===== src/rtl/tmr16.sv =====
// tmr16: bus-mapped 16-bit timer with prescaler and compare match.
// Periodic or one-shot operation; level IRQ and one-cycle match pulse.
module tmr16 #(
  parameter int DW = 16,
  parameter int AW = 13
) (
  input  logic          clk,
  input  logic          rst_n,
  input  logic [DW-1:0] din,
  input  logic [AW-1:0] addr,
  input  logic          we,
  output logic [DW-1:0] dout,
  output logic          tmr_irq,
  output logic          tmr_pls
);

  logic          r_en;
  logic          r_ar;
  logic          r_ie;
  logic          r_if;
  logic [DW-1:0] r_cnt;
  logic [DW-1:0] r_cmp;
  logic [DW-1:0] r_pre;
  logic [DW-1:0] r_pcnt;
  logic [DW-1:0] r_dout;
  logic          r_pls;

  logic          w_sel_ctl;
  logic          w_sel_cnt;
  logic          w_sel_cmp;
  logic          w_sel_pre;
  logic          w_wr_ctl;
  logic          w_wr_cnt;
  logic          w_tick;
  logic          w_match;
  logic          w_en_rise;
  logic [DW-1:0] w_ctl;
  logic [DW-1:0] w_rdata;
  logic          w_unused;

  assign w_sel_ctl = (addr[11:0] == 12'h000);
  assign w_sel_cnt = (addr[11:0] == 12'h001);
  assign w_sel_cmp = (addr[11:0] == 12'h002);
  assign w_sel_pre = (addr[11:0] == 12'h003);
  assign w_unused  = &{1'b0, addr[AW-1:12]};

  assign w_wr_ctl  = we & w_sel_ctl;
  assign w_wr_cnt  = we & w_sel_cnt;
  assign w_en_rise = w_wr_ctl & din[0] & ~r_en;

  assign w_tick    = r_en & (r_pcnt == r_pre);
  assign w_match   = w_tick & (r_cnt == r_cmp);

  assign w_ctl = {{(DW-9){1'b0}}, r_if, 5'b0, r_ie, r_ar, r_en};

  always_comb begin
    w_rdata = '0;
    unique case (1'b1)
      w_sel_ctl: w_rdata = w_ctl;
      w_sel_cnt: w_rdata = r_cnt;
      w_sel_cmp: w_rdata = r_cmp;
      w_sel_pre: w_rdata = r_pre;
      default:   w_rdata = '0;
    endcase
  end

  always_ff @(posedge clk or negedge rst_n) begin
    if (!rst_n) begin
      r_en   <= 1'b0;
      r_ar   <= 1'b0;
      r_ie   <= 1'b0;
      r_if   <= 1'b0;
      r_cnt  <= '0;
      r_cmp  <= '0;
      r_pre  <= '0;
      r_pcnt <= '0;
      r_dout <= '0;
      r_pls  <= 1'b0;
    end else begin
      r_pls <= w_match;
      if (!we)
        r_dout <= w_rdata;

      if (w_wr_cnt || w_en_rise)
        r_pcnt <= '0;
      else if (w_tick)
        r_pcnt <= '0;
      else if (r_en)
        r_pcnt <= r_pcnt + 1'b1;

      if (w_wr_cnt)
        r_cnt <= din;
      else if (w_tick)
        r_cnt <= w_match ? '0 : r_cnt + 1'b1;

      // software EN write beats the one-shot auto-clear
      if (w_wr_ctl)
        r_en <= din[0];
      else if (w_match && !r_ar)
        r_en <= 1'b0;

      if (w_wr_ctl) begin
        r_ar <= din[1];
        r_ie <= din[2];
      end

      // hardware set beats the W1C clear
      if (w_match)
        r_if <= 1'b1;
      else if (w_wr_ctl && din[8])
        r_if <= 1'b0;

      if (we && w_sel_cmp)
        r_cmp <= din;
      if (we && w_sel_pre)
        r_pre <= din;
    end
  end

  assign dout    = r_dout;
  assign tmr_irq = r_if & r_ie;
  assign tmr_pls = r_pls;

endmodule


===== config.mk =====
export PLATFORM = sky130hd
export DESIGN_NAME = tmr16
export DESIGN_NICKNAME = d
export VERILOG_FILES = /design/src/rtl/tmr16.sv
export SDC_FILE = /design/constraint.sdc
export NUM_CORES = 1
export LEC_CHECK = 0
export BUFFER_PORTS_ARGS = -buffer_cell sky130_fd_sc_hd__buf_2
export CELL_PAD_IN_SITES_DETAIL_PLACEMENT = 0
export CELL_PAD_IN_SITES_GLOBAL_PLACEMENT = 1
export CORE_MARGIN = 1
export CORE_UTILIZATION = 46
export CTS_CLUSTER_DIAMETER = 100
export DETAILED_ROUTE_END_ITERATION = 8
export PLACE_DENSITY_LB_ADDON = 0.1
export REMOVE_ABC_BUFFERS = 1
export SETUP_SLACK_MARGIN = 0.2
export SYNTH_ARGS = -nofsm -noshare
export SYNTH_HDL_FRONTEND = slang
export SYNTH_SLANG_ARGS = --single-unit

===== constraint.sdc =====
create_clock -name clk -period 2.4 [get_ports clk]
set_input_delay 0.12 -clock clk [delete_from_list [all_inputs] [get_ports clk]]
set_output_delay 0.12 -clock clk [all_outputs]
set_load 0.01 [all_outputs]

==> run_results.csv, run 1 <==
group,metric,value,unit
status,status,"finished, final reports clean",
worst_setup_path,r2r_slack,190,ps
synth,synthFlopType,"dfrtp_1",
clock_tree,cts_tree,"done",
synth,syn_area,4580,um2
synth,synth_top_area_share,0.464,
sta,tightest_slew,650,ps
sta,fin_hold_ws,16.8,ps
worst_setup_path,critical_path.endpoint_type,"register",
worst_setup_path,cp.arrival,2500,ps
detailed_routing,drc_errors,0,
clock_tree,cts_made_buffers,9,
clock_tree,clk_latency,360,ps
pwr,p_leak,2.61,nW
clock_tree,clkSinkCount,85,
pwr,vdd_ir_drop_max,0.291,mV
floorplan,initial_core_util,0.471,
sta,fmax,452,MHz
clock_tree,cts_htree_levels,3,
floorplan,rows,36,
pwr,power,3.09,mW
synth,ys_seq_area_frac,0.464,
synth,netlist_top_cells_area,"dfrtp_1 46%, mux2_2 11%, xnor2_1 4.4%",
placement,port_buffers,48,
global_route,grt_overflow,0,
clock_tree,clockBufferDepth,2,
worst_setup_path,critical_path_class,"reg -> reg",
detailed_routing,wirelength,11900,um
detailed_routing,viasPerCell,5.53,
worst_hold_path,hold_class,"in -> reg",
cells_and_area,final_layout_size_suffix_gt1_frac,0.302,
synth,yosys.area.top_type,"dfrtp_1",
global_route,grt_max_degree,55,
detailed_routing,wire_per_inst,18.1,um
detailed_routing,vias,3641,
floorplan,io_pins,50,
cells_and_area,fin_util,0.561,
sta,relSlewSlack,0.566,
floorplan,core,9730,um2
synth,synth-seq-cells,85,
global_route,grtUsageTotal,0.252,
global_route,grt_pass1_wl,19100,um
floorplan,fp.dieW,102,um
synth,synth_cell_types,39,
sta,finalMaxSlewViolations,0,
worst_setup_path,crit_path_start_kind,"register",
cells_and_area,diodes,0,
sta,rsz0062_at_grt,"true",
worst_setup_path,crit_path_max_fanout,8,
synth,async_flop_share,1.00,
sta,finalCritPeriodShare,0.922,
sta,hold_viol_final,0,
synth,avgSynthCellArea,10.2,um2
clock_tree,cts_root_buffer,"clkbuf_8",
cells_and_area,area_growth,19.3,%
placement,hpwl,8330,um
global_route,antenna_found_initial,0,
global_route,grt_pass1_vias,3510,
sta,fin_skew,8.13,ps
synth,synthTopCellsByCount,"85 x dfrtp_1, 46 x nor2_1, 45 x mux2_2, 39 x nand2_1",
floorplan,fp.dieH,102,um
synth,syn_inst,448,
synth,yosysMostFrequentCell,"dfrtp_1",
detailed_routing,drt-initial-drc-count,121,
clock_tree,clk_pin_slew_worst_paths,80,ps
sta,period_needed,2210,ps
worst_setup_path,required,2690,ps
detailed_routing,drt_pass1_iterations,4,
cells_and_area,nets,555,
floorplan,dieArea,10400,um2
placement,place_congestion,0.790,
synth,synth_edf_count,0,
pwr,cellPowerDensity,567,nW/um2
cells_and_area,nFillCells,891,
flow_run,max_cap_viol_count,0,
sta,finalSetupViolCount,0,
synth,synth_warnings,0,
detailed_routing,drtAntennaViolNets,0,
-- cell usage in the layout (no fill, tap or decap), types with 3 or more instances in the layout --
master    Yosys  final
a21oi_1      11     10
xor2_1       23     23
nand2_1      39     39
and2_1        3      3
inv_1         4      4
and3_1        6      6
a22oi_1      12     12
nor2_1       46     46
or4_1         5      5
xnor2_1      23     23
dfrtp_1      85     84
o21ai_0      20     18
o41a_1        3      3
nand4_1      18     18
o31ai_1      12     12
mux2_2       45     45
nor4_1       12     11
buf_4         0     32
nor2b_1       8      8
mux4_2        4      4
clkbuf_8      0     12
nor3_1        4      4
buf_6         2      4
a31oi_1      10     10
buf_2         5     47
nand3_1       8      8
-- kinds of logic (layout without fill, tap and decap cells) --
logic type / after synthesis / after routing / synth area share
multiplexers: 49 / 49 / 0.130
adder cells (fa/ha/maj): 2 / 2 / 0.00546
buffers and inverters: 29 / 107 / 0.0284
XOR/XNOR: 46 / 46 / 0.0880
AND/OR/NAND/NOR: 160 / 160 / 0.175
flip-flops: 85 / 85 / 0.464
AO/OA/AOI/OAI: 77 / 77 / 0.108
-- layer usage --
metal | vias up | GRT usage | wire length (um)
met5 | - | 0 | 0
li1 | 1764 | - | -
met3 | 11 | 0.0331 | 403
met4 | 0 | 0.0914 | 194
met2 | 71 | 0.400 | 5550
met1 | 1795 | 0.352 | 5780
-- stage by stage --
| step | std cells | setup slack [ps] | setup TNS [ps] | area (um2) |
|---|---|---|---|---|
| 2_1_floorplan | 423 | -1050 | -18910 | 4460 |
| 3_3_place_gp | 628 | 122 | 0 | 5080 |
| 3_5_place_dp | 628 | 64.0 | 0 | 5080 |
| 4_1_cts | 657 | 168 | 0 | 5400 |
| 5_1_grt | 659 | 61.0 | 0 | 5460 |
| 6_report | 659 | 187 | 0 | 5460 |
-- power breakdown --
group | internal (mW) | total, mW | switching [mW] | leakage (nW)
Sequential | 1.46 | 1.52 | 0.0540 | 1.10
Combinational | 0.225 | 0.496 | 0.270 | 1.40
Clock | 0.565 | 1.08 | 0.517 | 0.106
Total | 2.25 | 3.09 | 0.842 | 2.61
-- flip-flops by register name, indices dropped and copies added (netlist names) --
register and count:
tmr_pls 1, r_ar 1, r_cmp 16, r_cnt 16
r_ie 1, r_pcnt 16, dout 16, r_pre 16
r_if 1, r_en 1
-- worst max-delay path, cell delays in order, from the launching register on --
cell     delay (ps)
dfrtp_1         450
xor2_1          180
nor4_1          260
nand4_1         170
or2_4           310
buf_6           140
or4b_4          470
a31oi_1         170
-- layout make-up --
type | instances | area (um2) | area share
clock buffer | 13 | 169 | 0.0309
multi-input combinational | 334 | 2350 | 0.429
clock inverter | 3 | 42.5 | 0.00779
sequential | 85 | 2130 | 0.390
timing repair buffer | 87 | 596 | 0.109
tap | 133 | 166 | 0.0305
inverter | 4 | 15.0 | 0.00275
-- repair_timing --
| item | in CTS | in global routing |
|---|---|---|
| hold endpoints to repair | 31 | 0 |
| cloned | 0 | 1 |
| endpoints found under the setup margin | 7 | 25 |
| buffers inserted | 12 | 1 |
| gates resized for setup | 3 | 9 |
| pin swaps | 13 | 18 |
| hold buffers | 1 | 0 |
-- final timing paths --
check | from | endpoint | depth (start not counted)
worst max register to register | r_pre[6]$_DFFE_PN0P_ | r_cnt[2]$_DFFE_PN0P_ | 7
worst min register to register | dout[3]$_DFFE_PN0N_ | dout[3]$_DFFE_PN0N_ | 2
max in group asynchronous | rst_n | r_if$_DFFE_PN0P_ | 3
worst max-delay path | r_pre[6]$_DFFE_PN0P_ | r_cnt[2]$_DFFE_PN0P_ | 7
worst min-delay path | din[6] | r_pre[6]$_DFFE_PN0P_ | 2
min in group asynchronous | rst_n | r_pcnt[6]$_DFFE_PN0P_ | 2
Power figures use the tool's default switching activity.
==> run 2: changes to the inputs <==
CAP_MARGIN = 0   (was unset)
CORE_MARGIN = 2   (was 1)
==> run 2 against run 1 <==
  * Cell count down 0.46%
  * Count of clock-buffer cells in the layout is 2 lower
  * Die area is 4.0% higher
  * Clock skew rose by 2.8 ps
  * Clock power up 13%
  * Non-clock buffer count shrank 2
  * Register-to-register slack about the same
==> run_results.csv, run 2 (same netlist as run 1, synthesis figures left out) <==
group,metric,value,unit
pwr,power,3.25,mW
global_route,grt_max_degree,43,
pwr,vdd_ir_drop_max,0.327,mV
worst_hold_path,hold_class,"in -> reg",
worst_hold_path,hold_end,"r_pre[6]$_DFFE_PN0P_",
worst_hold_path,hold_depth,2,
detailed_routing,drc_errors,0,
sta,rsz0062_at_grt,"true",
sta,tightest_slew,570,ps
detailed_routing,wire_per_inst,19.1,um
sta,relSlewSlack,0.620,
sta,finalSetupViolCount,0,
worst_setup_path,reg2regPathDepth,7,
pwr,cellPowerDensity,588,nW/um2
global_route,grtUsageTotal,0.235,
cells_and_area,area_growth,20.7,%
clock_tree,cts_root_buffer,"clkbuf_8",
sta,hold_viol_final,0,
placement,port_buffers,48,
flow_run,max_cap_viol_count,0,
global_route,grt_pass1_wl,19500,um
clock_tree,clk_latency,360,ps
clock_tree,clockBufferDepth,2,
detailed_routing,drtAntennaViolNets,0,
floorplan,initial_core_util,0.471,
sta,period_needed,2220,ps
cells_and_area,final_layout_size_suffix_gt1_frac,0.312,
cells_and_area,nets,553,
detailed_routing,wirelength,12500,um
sta,finalCritPeriodShare,0.926,
global_route,grt_pass1_vias,3455,
clock_tree,cts_made_buffers,9,
global_route,grt_overflow,0,
worst_setup_path,cp.arrival,2500,ps
clock_tree,cts_tree,"done",
worst_setup_path,r2r_start,"r_pcnt[2]$_DFFE_PN0P_",
detailed_routing,drt_pass1_iterations,4,
worst_hold_path,holdCritStartpoint,"din[6]",
placement,place_congestion,0.782,
floorplan,dieArea,10800,um2
clock_tree,clk_pin_slew_worst_paths,90,ps
floorplan,fp.dieW,104,um
worst_setup_path,r2r_slack,180,ps
cells_and_area,final_cell_mix,"84 x dfrtp_1, 47 x buf_2, 46 x nor2_1, 45 x mux2_2, 38 x nand2_1",
worst_setup_path,crit_path_start_kind,"register",
worst_setup_path,required,2680,ps
sta,fin_skew,10.9,ps
clock_tree,cts_htree_levels,3,
floorplan,core,9730,um2
detailed_routing,drt-initial-drc-count,168,
floorplan,rows,36,
floorplan,fp.dieH,104,um
cells_and_area,diodes,0,
sta,fmax,450,MHz
pwr,p_leak,2.63,nW
detailed_routing,viasPerCell,5.63,
worst_setup_path,critical_path.endpoint_type,"register",
sta,tns,0,ps
sta,finalMaxSlewViolations,0,
worst_setup_path,crit_path_max_fanout,13,
worst_setup_path,critical_path_class,"reg -> reg",
clock_tree,clkSinkCount,85,
status,status,"finished, final reports clean",
global_route,antenna_found_initial,0,
floorplan,io_pins,50,
placement,hpwl,8680,um
cells_and_area,final_common_cell,"dfrtp_1",
detailed_routing,vias,3693,
worst_setup_path,r2r_end,"r_cnt[3]$_DFFE_PN0P_",
-- run 2: layout make-up --
cell class              count  area, um2
multi-input cells         334       2400
repair buffers             85        589
fillers                   874       4200
clock buffers              11        131
flip-flops and latches     85       2130
clock inverters             4       97.6
well taps                 133        166
inverters                   4       15.0
-- run 2: report_power, final --
part / internal, mW / leakage (nW) / switching, mW
clock: 0.688 / 0.110 / 0.531
combinational: 0.231 / 1.41 / 0.279
sequential: 1.46 / 1.10 / 0.0586
-- run 2: how the worst max path moves through the flow --
stage                               start               endpoint  depth (start not counted)
finish              r_pcnt[2]$_DFFE_PN0P_   r_cnt[3]$_DFFE_PN0P_                          7
global route        r_pcnt[2]$_DFFE_PN0P_   r_cnt[8]$_DFFE_PN0P_                          7
detailed placement  r_pre[13]$_DFFE_PN0P_  r_cnt[15]$_DFFE_PN0P_                          7
floorplan            r_cnt[8]$_DFFE_PN0P_       r_en$_DFFE_PN0P_                          5
CTS                  r_pre[2]$_DFFE_PN0P_   r_cnt[3]$_DFFE_PN0P_                          7
global placement    r_pre[14]$_DFFE_PN0P_  r_cnt[14]$_DFFE_PN0P_                          7
-- run 2: routing by layer --
layer	up-vias	wire, um	global-route usage
li1	1762	-	-
met1	1835	5990	0.346
met2	82	5920	0.364
met3	14	450	0.0271
met4	0	180	0.0743
met5	-	0	0
-- run 2: critical path: stages, from the launching register on --
cell     delay, ps
dfrtp_1        410
xor2_1         180
nor4_2         310
nand4_1        170
or2_4          280
buf_12         150
or4_1          490
a31oi_1        170
-- run 2: per-stage QoR --
stage	instances	setup WS (ps)	instance area, um2	hold WS [ps]	util
6_report	656	177	5530	17.8	0.568
3_5_place_dp	632	113	5110	148	0.526
2_1_floorplan	423	-1050	4460	-176	-
5_1_grt	656	23.2	5530	12.1	0.568
3_3_place_gp	632	138	5110	152	0.526
4_1_cts	652	171	5410	8.91	0.556
-- run 2: what timing repair did --
item / 4_1_cts / 5_1_grt
setup endpoints to repair: 7 / 30
setup buffers: 3 / 3
endpoints found under the hold margin: 39 / 0
gates resized for setup: 1 / 21
pin swaps: 7 / 9
gates cloned: 1 / 1
hold buffers: 1 / 0
==> run 3: changes to the inputs <==
CELL_PAD_IN_SITES_DETAIL_PLACEMENT = unset   (was 0)
CELL_PAD_IN_SITES_GLOBAL_PLACEMENT = unset   (was 1)
CORE_UTILIZATION = 50   (was 46)
==> run 3 against run 2 <==
  * Combinational power shrank 3%
  * Sequential power is essentially flat
  * Fmax shrank 0.64%
  * Clock power shrank 14%
  * Via count shrank 1.4%
  * Critical path type unchanged
  * Wire length shrank 9.1%
  * Die area shrank 7.7%
  * Critical endpoint is now r_cnt[5]$_DFFE_PN0P_
  * Cell count shrank 4.4%
  * Non-clock buffer count shrank 5
  * Sequential cell count is the same
==> run_results.csv, run 3 (same netlist as run 1, synthesis figures left out) <==
group,metric,value,unit
status,status,"finished, final reports clean",
sta,fin_skew,12.6,ps
sta,period_needed,2240,ps
global_route,grt_pass1_wl,18500,um
sta,finalSetupViolCount,0,
placement,hpwl,7820,um
cells_and_area,multi_input_area,2360,um2
global_route,busiest_layer,"met2",
pwr,p_leak,2.58,nW
sta,fin_ws,162,ps
worst_setup_path,critical_path_class,"reg -> reg",
worst_setup_path,required,2680,ps
worst_setup_path,crit_buf_inv,1,
clock_tree,cts_root_buffer,"clkbuf_8",
worst_hold_path,hold_class,"in -> reg",
detailed_routing,vias,3643,
worst_setup_path,r2r_slack,160,ps
global_route,gr-usage-met2,0.386,
cells_and_area,nFillCells,759,
cells_and_area,area.sequential,2130,um2
cells_and_area,layout.cells.non_filler,627,
detailed_routing,drtAntennaViolNets,0,
cells_and_area,diodes,0,
global_route,use_met1,0.339,
detailed_routing,wirelength,11400,um
cells_and_area,area_growth,17.8,%
detailed_routing,drt_pass1_iterations,4,
clock_tree,clk_pin_slew_worst_paths,90,ps
cells_and_area,final_cell_mix,"84 x dfrtp_1, 47 x buf_2, 45 x nor2_1, 45 x mux2_2, 39 x nand2_1",
worst_setup_path,path_cells,"xor2_1, nor4_1, nand4_1, or2_4, buf_12, or4_1, a31oi_1",
pwr,vdd_ir_drop_max,0.245,mV
clock_tree,clkSinkCount,85,
detailed_routing,drc_errors,0,
floorplan,core,8810,um2
sta,rsz0062_at_grt,"true",
detailed_routing,wire_per_inst,18.2,um
sta,fmax,447,MHz
clock_tree,cts_made_buffers,9,
worst_setup_path,r2r_start,"r_pre[4]$_DFFE_PN0P_",
global_route,grt_pass1_vias,3532,
pwr,power,3.06,mW
worst_setup_path,max_stage_delay,490,ps
sta,relSlewSlack,0.706,
pwr,cellPowerDensity,568,nW/um2
floorplan,fp.dieH,99.7,um
cells_and_area,final_common_cell,"dfrtp_1",
worst_setup_path,reg2regPathDepth,7,
worst_setup_path,crit_path_max_fanout,10,
global_route,grt_util_met3,0.0351,
global_route,grt_max_degree,55,
clock_tree,clockBufferDepth,2,
detailed_routing,viasPerCell,5.81,
floorplan,rows,34,
worst_setup_path,path_delay_family,"simple AND/OR/NAND/NOR gates",
worst_setup_path,crit_path_start_kind,"register",
worst_setup_path,r2r_end,"r_cnt[5]$_DFFE_PN0P_",
global_route,grtUsageTotal,0.241,
placement,place_inst,604,
worst_setup_path,cp.arrival,2520,ps
global_route,antenna_found_initial,0,
cells_and_area,final_layout_size_suffix_gt1_frac,0.293,
global_route,grt_overflow,0,
worst_hold_path,holdCritStartpoint,"din[10]",
floorplan,initial_core_util,0.520,
sta,tns,0,ps
placement,place_congestion,0.801,
detailed_routing,drt-initial-drc-count,283,
floorplan,dieArea,9940,um2
sta,finalMaxSlewViolations,0,
placement,port_buffers,48,
clock_tree,cts_tree,"done",
sta,hold_viol_final,0,
placement,place_ws,82.3,ps
sta,fin_hold_ws,15.4,ps
sta,finalCritPeriodShare,0.932,
clock_tree,cts_htree_levels,3,
worst_hold_path,hold_depth,2,
worst_hold_path,hold_end,"r_cmp[10]$_DFFE_PN0P_",
cells_and_area,nets,548,
clock_tree,clk_latency,360,ps
flow_run,max_cap_viol_count,0,
worst_setup_path,cpMaxStageDelayCell,"or4_1",
floorplan,fp.dieW,99.7,um
worst_setup_path,critical_path.endpoint_type,"register",
sta,tightest_slew,441,ps
floorplan,io_pins,50,
## run 3: worst max-delay path by stage
stage	start	cells past startpoint	slack, ps	endpoint
finish	r_pre[4]$_DFFE_PN0P_	7	160	r_cnt[5]$_DFFE_PN0P_
global route	r_pre[4]$_DFFE_PN0P_	7	80	r_cnt[5]$_DFFE_PN0P_
CTS	r_pre[5]$_DFFE_PN0P_	7	170	r_cnt[5]$_DFFE_PN0P_
detailed placement	r_pre[15]$_DFFE_PN0P_	7	80	r_cnt[3]$_DFFE_PN0P_
global placement	r_pre[15]$_DFFE_PN0P_	7	130	r_cnt[3]$_DFFE_PN0P_
floorplan	r_cnt[8]$_DFFE_PN0P_	5	-1050	r_en$_DFFE_PN0P_
## run 3: worst register-to-register path, delay by kind of cell, from the launching register on
kind,cells,cell delay (ps)
AO/OA/AOI/OAI,1,170
XOR/XNOR,1,180
buffers and inverters,1,140
flip-flops,1,450
AND/OR/NAND/NOR,4,1230
## run 3: stage by stage
step                      area [um2]   util
after global routing            5390  0.612
after global placement          5070  0.576
after detailed placement        5070  0.576
after CTS                       5370  0.610
after floorplan                 4460      -
final                           5390  0.612
## run 3: area by class of cell
| cell class | count | share of cell area |
|---|---|---|
| multi-input combinational | 334 | 0.437 |
| sequential | 85 | 0.395 |
| timing repair buffer | 80 | 0.103 |
| clock buffer | 13 | 0.0295 |
| tap | 108 | 0.0251 |
| clock inverter | 3 | 0.00812 |
| inverter | 4 | 0.00278 |
## run 3: metal layers
metal / share of wire / vias to the layer above / wire [um]
li1: - / 1748 / -
met1: 0.48 / 1807 / 5510
met2: 0.47 / 76 / 5330
met3: 0.036 / 12 / 410
met4: 0.013 / 0 / 143
met5: 0 / - / 0
## run 3: what timing repair did
item | 4_1_cts | 5_1_grt
hold buffers | 2 | 0
setup endpoints to repair | 8 | 14
endpoints found under the hold margin | 32 | 0
pin swaps | 10 | 4
cloned | 1 | 0
resized for setup | 2 | 10
buffers inserted | 4 | 0
## run 3: report_power, final
group | switching (mW) | internal (mW) | total (mW)
clock | 0.512 | 0.540 | 1.05
combinational | 0.273 | 0.222 | 0.495
sequential | 0.0508 | 1.46 | 1.51
